--- src/rtl/fetch_unit.sv ---
// Instruction fetch front end: issues one-cycle-latency memory reads into a
// 2-entry buffer, presents the head to the decoder and stops after a halt retires.
module fetch_unit #(
   parameter int                    PC_BITS    = 12,
   parameter int                    INSTR_BITS = 9,
   parameter logic [INSTR_BITS-1:0] HALT_OP    = '1
) (
   input  logic                  clock,
   input  logic                  start,
   input  logic [PC_BITS-1:0]    pc,
   output logic                  pc_stall,
   input  logic                  jump_flush,
   output logic                  imem_en,
   output logic [PC_BITS-1:0]    imem_addr,
   input  logic [INSTR_BITS-1:0] imem_data,
   output logic [INSTR_BITS-1:0] instr,
   output logic [PC_BITS-1:0]    instr_pc,
   output logic                  instr_valid,
   input  logic                  instr_ready,
   output logic                  done,
   output logic [15:0]           retired
);

   typedef enum logic [1:0] {IDLE, RUN, DONE} state_t;

   state_t                  state_q, state_d;
   logic [1:0]              count_q, count_d;
   logic                    inflight_q, inflight_d;
   logic [PC_BITS-1:0]      reqAddr_q, reqAddr_d;
   logic [INSTR_BITS-1:0]   word0_q, word0_d, word1_q, word1_d;
   logic [PC_BITS-1:0]      addr0_q, addr0_d, addr1_q, addr1_d;
   logic [15:0]             retired_q, retired_d;

   logic       issue;
   logic       accept;
   logic       push;
   logic [2:0] occupancy;

   always_ff @(posedge clock) begin
      if (start) begin
         state_q    <= IDLE;
         count_q    <= 2'd0;
         inflight_q <= 1'b0;
         reqAddr_q  <= '0;
         word0_q    <= '0;
         word1_q    <= '0;
         addr0_q    <= '0;
         addr1_q    <= '0;
         retired_q  <= 16'd0;
      end else begin
         state_q    <= state_d;
         count_q    <= count_d;
         inflight_q <= inflight_d;
         reqAddr_q  <= reqAddr_d;
         word0_q    <= word0_d;
         word1_q    <= word1_d;
         addr0_q    <= addr0_d;
         addr1_q    <= addr1_d;
         retired_q  <= retired_d;
      end
   end

   // Issue only counts slots already committed (buffered plus in flight), so
   // the buffer can never overflow even without looking at the pop.
   always_comb begin
      occupancy   = {1'b0, count_q} + {2'b00, inflight_q};
      issue       = (state_q == RUN) && !jump_flush && (occupancy < 3'd2);
      instr_valid = (count_q != 2'd0) && (state_q == RUN);
      accept      = instr_valid && instr_ready;
      push        = inflight_q && (state_q == RUN) && !jump_flush;
      pc_stall    = !issue;
      imem_en     = issue;
      imem_addr   = issue ? pc : '0;
      instr       = word0_q;
      instr_pc    = addr0_q;
      done        = (state_q == DONE);
      retired     = retired_q;
   end

   always_comb begin
      state_d = state_q;
      case (state_q)
         IDLE:    state_d = RUN;
         RUN:     if (accept && (word0_q == HALT_OP)) state_d = DONE;
         DONE:    state_d = DONE;
         default: state_d = IDLE;
      endcase
   end

   // Head sits in entry 0; a pop shifts entry 1 down while a push fills the
   // first free slot after that shift, which keeps order on push+pop.
   always_comb begin
      count_d    = count_q;
      word0_d    = word0_q;
      word1_d    = word1_q;
      addr0_d    = addr0_q;
      addr1_d    = addr1_q;
      inflight_d = issue;
      reqAddr_d  = issue ? pc : reqAddr_q;
      retired_d  = (accept && (retired_q != 16'hFFFF)) ? retired_q + 16'd1 : retired_q;
      if (jump_flush) begin
         count_d = 2'd0;
      end else if (push && accept) begin
         if (count_q == 2'd1) begin
            word0_d = imem_data;
            addr0_d = reqAddr_q;
         end else begin
            word0_d = word1_q;
            addr0_d = addr1_q;
            word1_d = imem_data;
            addr1_d = reqAddr_q;
         end
      end else if (push) begin
         if (count_q == 2'd0) begin
            word0_d = imem_data;
            addr0_d = reqAddr_q;
         end else begin
            word1_d = imem_data;
            addr1_d = reqAddr_q;
         end
         count_d = count_q + 2'd1;
      end else if (accept) begin
         word0_d = word1_q;
         addr0_d = addr1_q;
         count_d = count_q - 2'd1;
      end
   end

endmodule

--- config.mk ---
export PLATFORM = sky130hd
export DESIGN_NAME = fetch_unit
export DESIGN_NICKNAME = d
export VERILOG_FILES = /design/src/rtl/fetch_unit.sv
export SDC_FILE = /design/constraint.sdc
export NUM_CORES = 1
export LEC_CHECK = 0
export CORE_MARGIN = 4
export CORE_UTILIZATION = 52
export CTS_CLUSTER_DIAMETER = 120
export DETAILED_ROUTE_END_ITERATION = 8
export GPL_TIMING_DRIVEN = 0
export PLACE_DENSITY = 0.9
export SYNTH_ARGS = -nofsm -noshare
export SYNTH_HDL_FRONTEND = slang
export SYNTH_SLANG_ARGS = --single-unit
--- constraint.sdc ---
create_clock -name clock -period 6.4 [get_ports clock]
set_input_delay 1.92 -clock clock [delete_from_list [all_inputs] [get_ports clock]]
set_output_delay 1.92 -clock clock [all_outputs]
set_load 0.005 [all_outputs]
Word-level counts from Yosys, hierarchy flattened --
Cells that the tools add are included. W data, S select, Z words.
Operators by class: bitwise gates (word level) 2, $add $sub $neg 4, reductions and logical operators 21, $lt $le $gt $ge 1, multiplexer cells 23, eq/ne operators 9
Operators with widths (number):
- $mux W12 | 10
- $mux W9 | 9
- $add A16 B1 Y16 const B | 1
- $ne A16 B16 Y1 const B | 1
- $eq A9 B9 Y1 const B | 1
- $logic_and A1 B1 Y1 | 9
- $mux W2 | 3
- $pmux W2 S3 | 1
- $reduce_bool A2 Y1 | 3
- $eq A2 B1 Y1 const B | 2
- $logic_not A2 Y1 | 2
- $ne A2 B2 Y1 const B | 2
- $reduce_and A4 Y1 | 1
- $add A2 B1 Y3 | 1
- $lt A3 B2 Y1 const B | 1
- $ne A3 B1 Y1 const B | 1
- $reduce_and A3 Y1 | 1
- $reduce_bool A3 Y1 | 1
- $add A2 B1 Y2 const B | 1
- $eq A2 B2 Y1 const B | 1
- $logic_not A1 Y1 | 2
- $ne A2 B1 Y1 const B | 1
- $not A1 Y1 | 2
- $reduce_and A2 Y1 | 1
- 2 further kinds | 2
Word-level totals: bits in registers 75, output and inout bits 53, bits of input ports 25, logic and storage cells 69

Longest topological paths before layout --
Gate-level depths: netlist (run 1).
word-level depth 6, mapped depth 10, depth with buffers taken out 9

Worst setup path before layout (run 1) --
No wires, ideal clock.
path kind input to output, from input port jump_flush, to output port imem_addr[10], data required time 4.480 ns, buffers on the path 1, arrival time 2.906 ns, path slack 1.574 ns, stages 6, cells stage by stage nand2b_1 a211o_1 inv_2 clkbuf_1 nand2_1 inv_1
Between the ends: cells in the longest elaborated chain, start to end 4
RTL lines:
- start, declared | RTL line 12 | input logic jump_flush,
- $logic_not A1 Y1 | RTL line 67 | issue = (state_q == RUN) && !jump_flush && (occupancy < 3'd2);
- $logic_and A1 B1 Y1 (2 in a row) | RTL line 67
- via imem_en | RTL line 13 | output logic imem_en,
- $mux W12 | RTL line 73 | imem_addr = issue ? pc : '0;
- end, declared | RTL line 14 | output logic [PC_BITS-1:0] imem_addr,
The timed path passes the listed nets, and every way through them passes these cells.

Worst setup path after layout (run 1) --
from input port jump_flush, to output port imem_addr[2]
Between the ends: cells in the longest elaborated chain, start to end 4
RTL lines (RTL line):
- $logic_not A1 Y1 | 67
- $logic_and A1 B1 Y1 (2 in a row) | 67
- $mux W12 | 73
No other way between the ends.

==> flow_summary_export.csv, run 1 <==
group,metric,value,unit
status,outcome,"completed",
setup_path,cp-end-kind,"output port",
setup_path,crit_type,"in -> out",
setup_path,slowest_delay,510,ps
grt,grt_max_degree,13,
route,final_antenna_net_count,0,
synth,yosys.area.top_type,"dfxtp_1",
clock_network,clockBufferDepth,2,
synth,ys_async_sr_fraction,0,
synth,ys_ff_latch,75,
layout,final_cell_mix,"clkdlybuf4s50_1, nand2_1, dfxtp_1",
sta,min_period_over_period,0.946,
pwr,leakagePower,1.70,nW
setup_path,crit_arrival,4130,ps
floorplan,start_util,0.545,
route,vias_per_cell,5.93,
pwr,p_comb_frac,0.138,
synth,synth_nets,423,
setup_path,cp_top_family,"buffers and inverters",
pwr,peakVddDrop,0.215,mV
sta,fin_skew,8.56,ps
floorplan,rows,28,
setup_path,startpoint_type,"input pin",
grt,grt_antenna_before_repair,0,
route,firstDrtPassIters,5,
layout,drive_gt1_frac,0.0561,
sta,report.final.slew_viol_count,0,
clock_network,clock_latency,350,ps
placed_design,portBuffers,77,
route,drc,0,
setup_path,cp.required,4480,ps
clock_network,clock_sinks,75,
sta,rsz0062_at_grt,"no",
sta,tns,0,ps
synth,avgSynthCellArea,8.39,µm²
clock_network,cts_root_buffer,"clkbuf_8",
sta,slew_headroom,0.503,
setup_path,cp_common_cell,"clkdlybuf4s50_1",
grt,busiest_layer,"met2",
synth,synth.area.top_cells,"dfxtp_1, nand2_1, mux2i_1, a311oi_1, nor2_1",
floorplan,coreArea,5990,µm²
grt,grt_pass1_vias,3293,
placed_design,post-place-cells,541,
grt,grt_pass1_wl,15500,µm
clock_network,cts_tree,"yes",
layout,final_common_cell,"clkdlybuf4s50_1",
synth,syn_area,3260,µm²
placed_design,gp_congestion,0.863,
setup_path,cp.buffers_inverters,5,
grt,grtUsageMet1,0.321,
route,detail_route.wl_per_cell,16.9,µm
layout,antenna_cells,0,
worst_hold_path,hold_class,"reg -> reg",
layout,nets,511,
floorplan,die_h,87.2,µm
route,num_vias,3295,
clock_network,clk_pin_slew,80,ps
synth,yosys_warnings,0,
flow_run,drv_cap,0,
synth,synthFlopType,"dfxtp_1",
setup_path,slowest_stage,"clkdlybuf4s50_1",
pwr,switching_share,0.245,
layout,final_cells,556,
clock_network,post_cts_buffers,0,
synth,synth_edf_count,0,
synth,syn_inst,389,
sta,worst_slew_pin_slew,742,ps
pwr,internal_power,840,µW
synth,ys_seq_area_frac,0.460,
route,finalWirelength,9390,µm
synth,synth_top_area_share,0.460,
route,drt_iter0_markers,311,
floorplan,ios,78,
grt,grt.total_usage,0.259,
clock_network,cts_resized,0,
floorplan,fp.dieArea,7610,µm²
clock_network,postCtsHoldBufs,0,
pwr,power.share.clock,0.412,
setup_path,crit_fanout,10,
grt,grt_util_met2,0.433,
grt,grt_use_met3,0.0643,
placed_design,hpwlAfterDp,6340,µm
sta,setup_viol,0,
pwr,p_seq_frac,0.449,
synth,synth_cell_type_count,38,
pwr,power_density,254,nW/µm²
sta,hold_violations,0,
sta,max_freq,165,MHz
floorplan,die_w,87.2,µm
sta,min_period,6050,ps
clock_network,cts_made_buffers,9,
layout,area_growth,34.1,%
pwr,switchingPower,272,µW
clock_network,h-tree-depth,3,
setup_path,worstPathCellList,"clkdlybuf4s50_1 -> nand2b_1 -> a211o_1 -> inv_2 -> clkbuf_1 -> nand2_1 -> inv_1 -> clkdlybuf4s50_1",
grt,grt_overflow,0,
metal layers:
layer	part of all wire	wire (µm)
met4	0.028	259
met1	0.42	3920
met3	0.072	680
met2	0.48	4530
met5	0	0
cells by family (layout without fill, tap and decap cells):
family | count (synthesis) | after routing | share of synthesized area
multiplexers | 25 | 25 | 0.0771
flip-flops | 75 | 75 | 0.460
XOR/XNOR | 2 | 2 | 0.00537
buffers and inverters | 44 | 136 | 0.0525
adder cells (fa/ha/maj) | 9 | 9 | 0.0345
AO/OA/AOI/OAI | 69 | 69 | 0.143
AND/OR/NAND/NOR | 165 | 165 | 0.227
through the flow:
step | cell area, µm² | hold slack [ps] | setup slack [ps] | total power [mW] | utilization
6_report | 4380 | 472 | 349 | 1.11 | 0.731
3_5_place_dp | 4130 | 460 | 346 | 0.662 | 0.689
5_1_grt | 4380 | 503 | 149 | 1.15 | 0.731
3_3_place_gp | 4130 | 459 | 405 | 0.656 | 0.689
2_1_floorplan | 3260 | 449 | 1570 | 0.585 | -
4_1_cts | 4380 | 471 | 334 | 1.11 | 0.731
synthesized netlist by cell type (all sizes together), types with 2 or more instances:
cell type	n
nand2	76
dfxtp	75
nor2	48
a21oi	26
mux2i	24
a311oi	21
inv	21
clkbuf	17
ha	9
nand4	7
o21ai	7
or4	7
buf	6
o31ai	6
or3	6
nand3	4
a211oi	3
nor3	3
nor4	3
or2	3
nand3b	2
nor2b	2
o41ai	2
final cells by class:
type | count | area [µm²]
tap | 75 | 93.8
clock buffer | 11 | 151
buffer | 23 | 92.6
sequential | 75 | 1500
multi-input combinational | 270 | 1590
timing repair buffer | 77 | 771
inverter | 21 | 78.8
clock inverter | 4 | 97.6
fill | 413 | 1610
worst paths after layout:
path                                                  from                    endpoint  slack (ps)  cells past startpoint
worst max-delay path                            jump_flush                imem_addr[2]         350                      8
worst min-delay path            reqAddr_q[11]$_SDFFE_PP0P_  reqAddr_q[11]$_SDFFE_PP0P_         470                      2
worst max register to register     state_q[1]$_SDFFE_PP0P_    instr_pc[4]$_SDFFE_PP0P_        3170                     10
worst min register to register  reqAddr_q[11]$_SDFFE_PP0P_  reqAddr_q[11]$_SDFFE_PP0P_         470                      2
registers in the layout, indices dropped and copies added, names as in the netlist:
| name | cells |
|---|---|
| instr_pc | 12 |
| reqAddr_q | 12 |
| addr1_q | 12 |
| word1_q | 9 |
| count_q | 2 |
| retired | 16 |
| instr | 9 |
| state_q | 2 |
| inflight_q | 1 |
power groups by stage:
stage | Sequential (mW) | Clock [mW] | Combinational [mW]
after global placement | 0.509 | 0 | 0.147
final | 0.500 | 0.458 | 0.154
after floorplan | 0.506 | 0 | 0.0788
after CTS | 0.500 | 0.456 | 0.154
after detailed placement | 0.510 | 0 | 0.152
after global routing | 0.503 | 0.476 | 0.171
tightest hold or removal path, stage by stage (launching register included):
cell and delay (ps):
dfxtp_1 320, nand2_1 50, a21oi_1 50
Note: power is estimated with default switching activity, not from simulation.
==> inputs of run 2 (changes only) <==
--- a/config.mk
+++ b/config.mk
@@ -6,11 +6,11 @@
 export NUM_CORES = 1
 export LEC_CHECK = 0
 export CORE_MARGIN = 4
-export CORE_UTILIZATION = 52
+export CORE_UTILIZATION = 48
 export CTS_CLUSTER_DIAMETER = 120
 export DETAILED_ROUTE_END_ITERATION = 8
 export GPL_TIMING_DRIVEN = 0
-export PLACE_DENSITY = 0.9
+export PLACE_DENSITY = 0.85
 export SYNTH_ARGS = -nofsm -noshare
 export SYNTH_HDL_FRONTEND = slang
 export SYNTH_SLANG_ARGS = --single-unit
==> flow_summary_export.csv, run 2 (same netlist as run 1, synthesis figures left out) <==
group,metric,value,unit
setup_path,timing.rr.end,"instr_pc[4]$_SDFFE_PP0P_",
route,num_vias,3178,
layout,final_common_cell,"clkdlybuf4s50_1",
setup_path,r2r_cells,10,
sta,slew_headroom,0.522,
placed_design,hpwlAfterDp,6280,µm
worst_hold_path,hp-start,"reqAddr_q[1]$_SDFFE_PP0P_",
clock_network,post_cts_buffers,0,
sta,fin_skew,6.76,ps
floorplan,rows,29,
clock_network,cts_root_buffer,"clkbuf_8",
route,drc,0,
sta,timing.hold.ws,475,ps
setup_path,rr_startpoint,"state_q[1]$_SDFFE_PP0P_",
sta,min_period_over_period,0.960,
floorplan,die_h,90.5,µm
sta,tns,0,ps
status,outcome,"completed",
layout,drive_gt1_frac,0.0581,
sta,min_period,6140,ps
worst_hold_path,hold_class,"reg -> reg",
setup_path,slowest_stage,"clkdlybuf4s50_1",
route,firstDrtPassIters,5,
sta,max_freq,163,MHz
route,vias_per_cell,5.69,
grt,grt.total_usage,0.214,
sta,setup_viol,0,
layout,final_cells,559,
sta,report.final.slew_viol_count,0,
worst_hold_path,hold-path-endpoint,"reqAddr_q[1]$_SDFFE_PP0P_",
setup_path,cp-end-kind,"output port",
clock_network,postCtsHoldBufs,0,
placed_design,portBuffers,77,
pwr,switching_share,0.278,
setup_path,cp_top_family,"buffers and inverters",
setup_path,slowest_delay,520,ps
layout,area_growth,33.0,%
pwr,p_comb_frac,0.148,
flow_run,drv_cap,0,
pwr,leakagePower,1.68,nW
floorplan,fp.dieArea,8180,µm²
grt,grt_pass1_wl,14300,µm
clock_network,clock_latency,350,ps
clock_network,clk_pin_slew,80,ps
clock_network,cts_tree,"yes",
sta,hold_violations,0,
floorplan,ios,78,
pwr,p_seq_frac,0.481,
clock_network,clockBufferDepth,2,
setup_path,critPathLaunch,"jump_flush",
layout,final_cell_mix,"clkdlybuf4s50_1, nand2_1, dfxtp_1",
pwr,power_density,239,nW/µm²
placed_design,gp_congestion,0.851,
grt,grt_pass1_vias,3111,
setup_path,r2r_setup_slack,3390,ps
grt,grt_max_degree,16,
floorplan,die_w,90.5,µm
setup_path,crit_type,"in -> out",
setup_path,startpoint_type,"input pin",
setup_path,cp_common_cell,"clkdlybuf4s50_1",
route,final_antenna_net_count,0,
sta,worst_slew_pin_slew,712,ps
layout,antenna_cells,0,
pwr,switchingPower,288,µW
floorplan,start_util,0.505,
clock_network,cts_made_buffers,9,
layout,largest_reg_flops,16,
setup_path,worstPathCellList,"clkdlybuf4s50_1 -> nand2b_1 -> a211o_1 -> inv_2 -> clkbuf_1 -> nand2_1 -> inv_1 -> clkdlybuf4s50_1",
setup_path,cp.required,4480,ps
floorplan,coreArea,6460,µm²
placed_design,post-place-cells,543,
clock_network,h-tree-depth,3,
setup_path,crit_arrival,4220,ps
setup_path,cp.buffers_inverters,5,
layout,nets,511,
layout,finish.utilization,0.672,
pwr,power.share.clock,0.371,
pwr,peakVddDrop,0.179,mV
route,finalWirelength,8750,µm
route,detail_route.wl_per_cell,15.7,µm
setup_path,crit_fanout,10,
pwr,internal_power,749,µW
route,drt_iter0_markers,200,
worst_hold_path,hold-path-cell-count,2,
clock_network,clock_sinks,75,
sta,rsz0062_at_grt,"no",
grt,grt_overflow,0,
grt,grt_antenna_before_repair,0,
clock_network,cts_resized,0,
[run 2: worst max path at each step]
stage,endpoint,slack (ps),cells after the start
after floorplan,imem_addr[10],1570,6
after global placement,imem_addr[3],330,8
after detailed placement,imem_addr[2],290,8
after CTS,imem_addr[2],250,8
after global routing,imem_addr[2],90,8
final,imem_addr[2],260,8
[run 2: layout make-up]
type | instances | area [µm²]
fillers | 523 | 2120
multi-input cells | 270 | 1590
flip-flops and latches | 75 | 1500
repair buffers | 77 | 771
clock buffers | 9 | 124
well taps | 77 | 96.3
plain buffers | 23 | 92.6
clock inverters | 7 | 86.3
inverters | 21 | 78.8
[run 2: through the flow]
step	total power [mW]	cell area [µm²]	setup slack, ps
after floorplan	0.585	3260	1570
after global placement	0.658	4130	325
after detailed placement	0.663	4130	285
after CTS	1.04	4340	254
after global routing	1.08	4340	90.4
final	1.04	4340	255
[run 2: worst register-to-register path, cell delays in order, from the launching register on]
cell and delay (ps):
dfxtp_1 330, inv_1 80, ha_1 280, and3b_1 190, clkbuf_1 240, inv_2 90, ha_1 220, a211oi_1 610
clkbuf_1 460, nor2_1 110, a311oi_1 310
[run 2: power by group through the flow]
stage / clock (mW) / combinational, mW / sequential, mW
2_1_floorplan: 0 / 0.0788 / 0.506
3_3_place_gp: 0 / 0.149 / 0.509
3_5_place_dp: 0 / 0.154 / 0.509
5_1_grt: 0.408 / 0.172 / 0.501
6_report: 0.385 / 0.154 / 0.499
4_1_cts: 0.388 / 0.155 / 0.498
[run 2: per-layer routing]
metal / GRT usage / up-vias / wire length, µm
li1: - / 1526 / -
met1: 0.254 / 1510 / 3680
met2: 0.380 / 122 / 4460
met3: 0.0342 / 20 / 422
met4: 0.0906 / 0 / 190
met5: 0 / - / 0
==> inputs of run 3 (changes only) <==
--- a/config.mk
+++ b/config.mk
@@ -6,11 +6,11 @@
 export NUM_CORES = 1
 export LEC_CHECK = 0
 export CORE_MARGIN = 4
-export CORE_UTILIZATION = 48
+export CORE_UTILIZATION = 30
 export CTS_CLUSTER_DIAMETER = 120
 export DETAILED_ROUTE_END_ITERATION = 8
 export GPL_TIMING_DRIVEN = 0
-export PLACE_DENSITY = 0.85
+export PLACE_DENSITY = 0.6
 export SYNTH_ARGS = -nofsm -noshare
 export SYNTH_HDL_FRONTEND = slang
 export SYNTH_SLANG_ARGS = --single-unit
==> flow_summary_export.csv, run 3 (same netlist as run 1, synthesis figures left out) <==
group,metric,value,unit
status,outcome,"completed",
layout,finish.utilization,0.419,
pwr,power.share.clock,0.345,
sta,fin_skew,11.5,ps
route,vias_per_cell,4.98,
grt,grt_pass1_wl,14400,µm
sta,report.final.slew_viol_count,0,
placed_design,post-place-cells,602,
sta,rsz0062_at_grt,"no",
setup_path,startpoint_type,"input pin",
worst_hold_path,hold-path-cell-count,2,
route,drc,0,
pwr,switching_share,0.291,
route,num_vias,3075,
route,final_antenna_net_count,0,
setup_path,cp.required,4480,ps
layout,final_cells,618,
placed_design,hpwlAfterDp,6550,µm
clock_network,cts_made_buffers,9,
layout,area_growth,34.4,%
route,drt_iter0_markers,127,
sta,min_period,6080,ps
grt,grt.total_usage,0.140,
pwr,peakVddDrop,0.104,mV
layout,multiInputGateArea,1590,µm²
setup_path,worstPathCellList,"clkdlybuf4s50_1 -> nand2b_1 -> a211o_1 -> inv_2 -> clkbuf_1 -> nand2_1 -> inv_1 -> clkdlybuf4s50_1",
setup_path,cp.depth,8,
floorplan,die_h,112,µm
worst_hold_path,hold_class,"reg -> reg",
sta,worst_slew_pin_slew,720,ps
grt,grt_pass1_vias,2889,
layout,fill_cells,1050,
clock_network,cts_tree,"yes",
route,detail_route.wl_per_cell,14.3,µm
floorplan,coreArea,10500,µm²
placed_design,gp_congestion,0.804,
layout,final_common_cell,"clkdlybuf4s50_1",
floorplan,ios,78,
sta,max_freq,164,MHz
clock_network,postCtsHoldBufs,0,
floorplan,start_util,0.312,
layout,finish.instance_area,4390,µm²
floorplan,die_w,112,µm
floorplan,fp.dieArea,12600,µm²
sta,slew_headroom,0.517,
flow_run,drv_cap,0,
placed_design,portBuffers,77,
setup_path,crit_type,"in -> out",
setup_path,slowest_delay,500,ps
clock_network,clk_pin_slew,80,ps
setup_path,cp_common_cell,"clkdlybuf4s50_1",
grt,grt_max_degree,16,
sta,tns,0,ps
grt,grt_antenna_before_repair,0,
pwr,switchingPower,291,µW
clock_network,post_cts_buffers,0,
layout,seq_area,1500,µm²
route,finalWirelength,8860,µm
clock_network,h-tree-depth,3,
pwr,p_comb_frac,0.156,
clock_network,cts_root_buffer,"clkbuf_8",
clock_network,cts_resized,0,
pwr,p_seq_frac,0.499,
clock_network,clock_sinks,75,
pwr,leakagePower,1.67,nW
pwr,power_density,228,nW/µm²
setup_path,cp-end-kind,"output port",
sta,hold_violations,0,
clock_network,clock_latency,360,ps
setup_path,crit_arrival,4160,ps
route,firstDrtPassIters,4,
sta,setup_viol,0,
setup_path,cp.buffers_inverters,5,
layout,nets,511,
pwr,internal_power,709,µW
setup_path,r2r_cells,10,
placed_design,post_dp_cell_area,4200,µm²
layout,final_cell_mix,"clkdlybuf4s50_1, nand2_1, dfxtp_1",
floorplan,rows,37,
layout,antenna_cells,0,
layout,largest_reg_flops,16,
setup_path,slowest_stage,"clkdlybuf4s50_1",
layout,drive_gt1_frac,0.0581,
sta,min_period_over_period,0.950,
setup_path,crit_fanout,10,
clock_network,clockBufferDepth,2,
grt,grt_overflow,0,
setup_path,cp_top_family,"buffers and inverters",
[run 3: cell count changes in the layout (fill, tap and decap cells not counted), sizes merged]
cell,change
bufinv,-1
clkinv,-1
inv,+2
[run 3: final cells by class]
| class | count | share of cell area |
|---|---|---|
| clock buffers | 9 | 0.0282 |
| clock inverters | 7 | 0.0134 |
| flip-flops and latches | 75 | 0.342 |
| repair buffers | 77 | 0.176 |
| well taps | 136 | 0.0388 |
| multi-input cells | 270 | 0.363 |
| inverters | 21 | 0.0180 |
| plain buffers | 23 | 0.0211 |
[run 3: power by group through the flow]
stage          clock, mW  sequential, mW  combinational, mW
2_1_floorplan          0           0.506             0.0788
3_3_place_gp           0           0.509              0.152
3_5_place_dp           0           0.510              0.157
4_1_cts            0.350           0.499              0.158
5_1_grt            0.369           0.502              0.174
6_report           0.345           0.499              0.156
[run 3: routing by layer]
layer  vias up  global-route usage  share of wire  routed length (µm)
li1       1536                   -              -                   -
met1      1434               0.183           0.48                4210
met2        93               0.226           0.46                4080
met3        12              0.0313          0.049                 430
met4         0              0.0505          0.016                 141
met5         -                   0              0                   0
[run 3: worst paths after layout]
check	slack [ps]	start	end
hold / removal	470	reqAddr_q[4]$_SDFFE_PP0P_	reqAddr_q[4]$_SDFFE_PP0P_
hold reg to reg	470	reqAddr_q[4]$_SDFFE_PP0P_	reqAddr_q[4]$_SDFFE_PP0P_
setup reg to reg	3400	state_q[1]$_SDFFE_PP0P_	instr_pc[8]$_SDFFE_PP0P_
setup / recovery	320	jump_flush	imem_addr[3]
[run 3: worst reg2reg max path, stage by stage, from the launching register on]
cell      delay, ps
dfxtp_1         340
inv_1            80
ha_1            280
and3b_1         190
clkbuf_1        240
inv_2            80
ha_1            200
a211oi_1        610
clkbuf_1        500
nor2_1          100
a311oi_1        280
[run 3: metrics by stage]
step | power (mW) | setup WS (ps) | hold WS (ps)
5_1_grt | 1.04 | 155 | 493
4_1_cts | 1.01 | 300 | 479
3_5_place_dp | 0.667 | 309 | 466
3_3_place_gp | 0.661 | 356 | 460
2_1_floorplan | 0.585 | 1570 | 449
6_report | 1.00 | 317 | 474
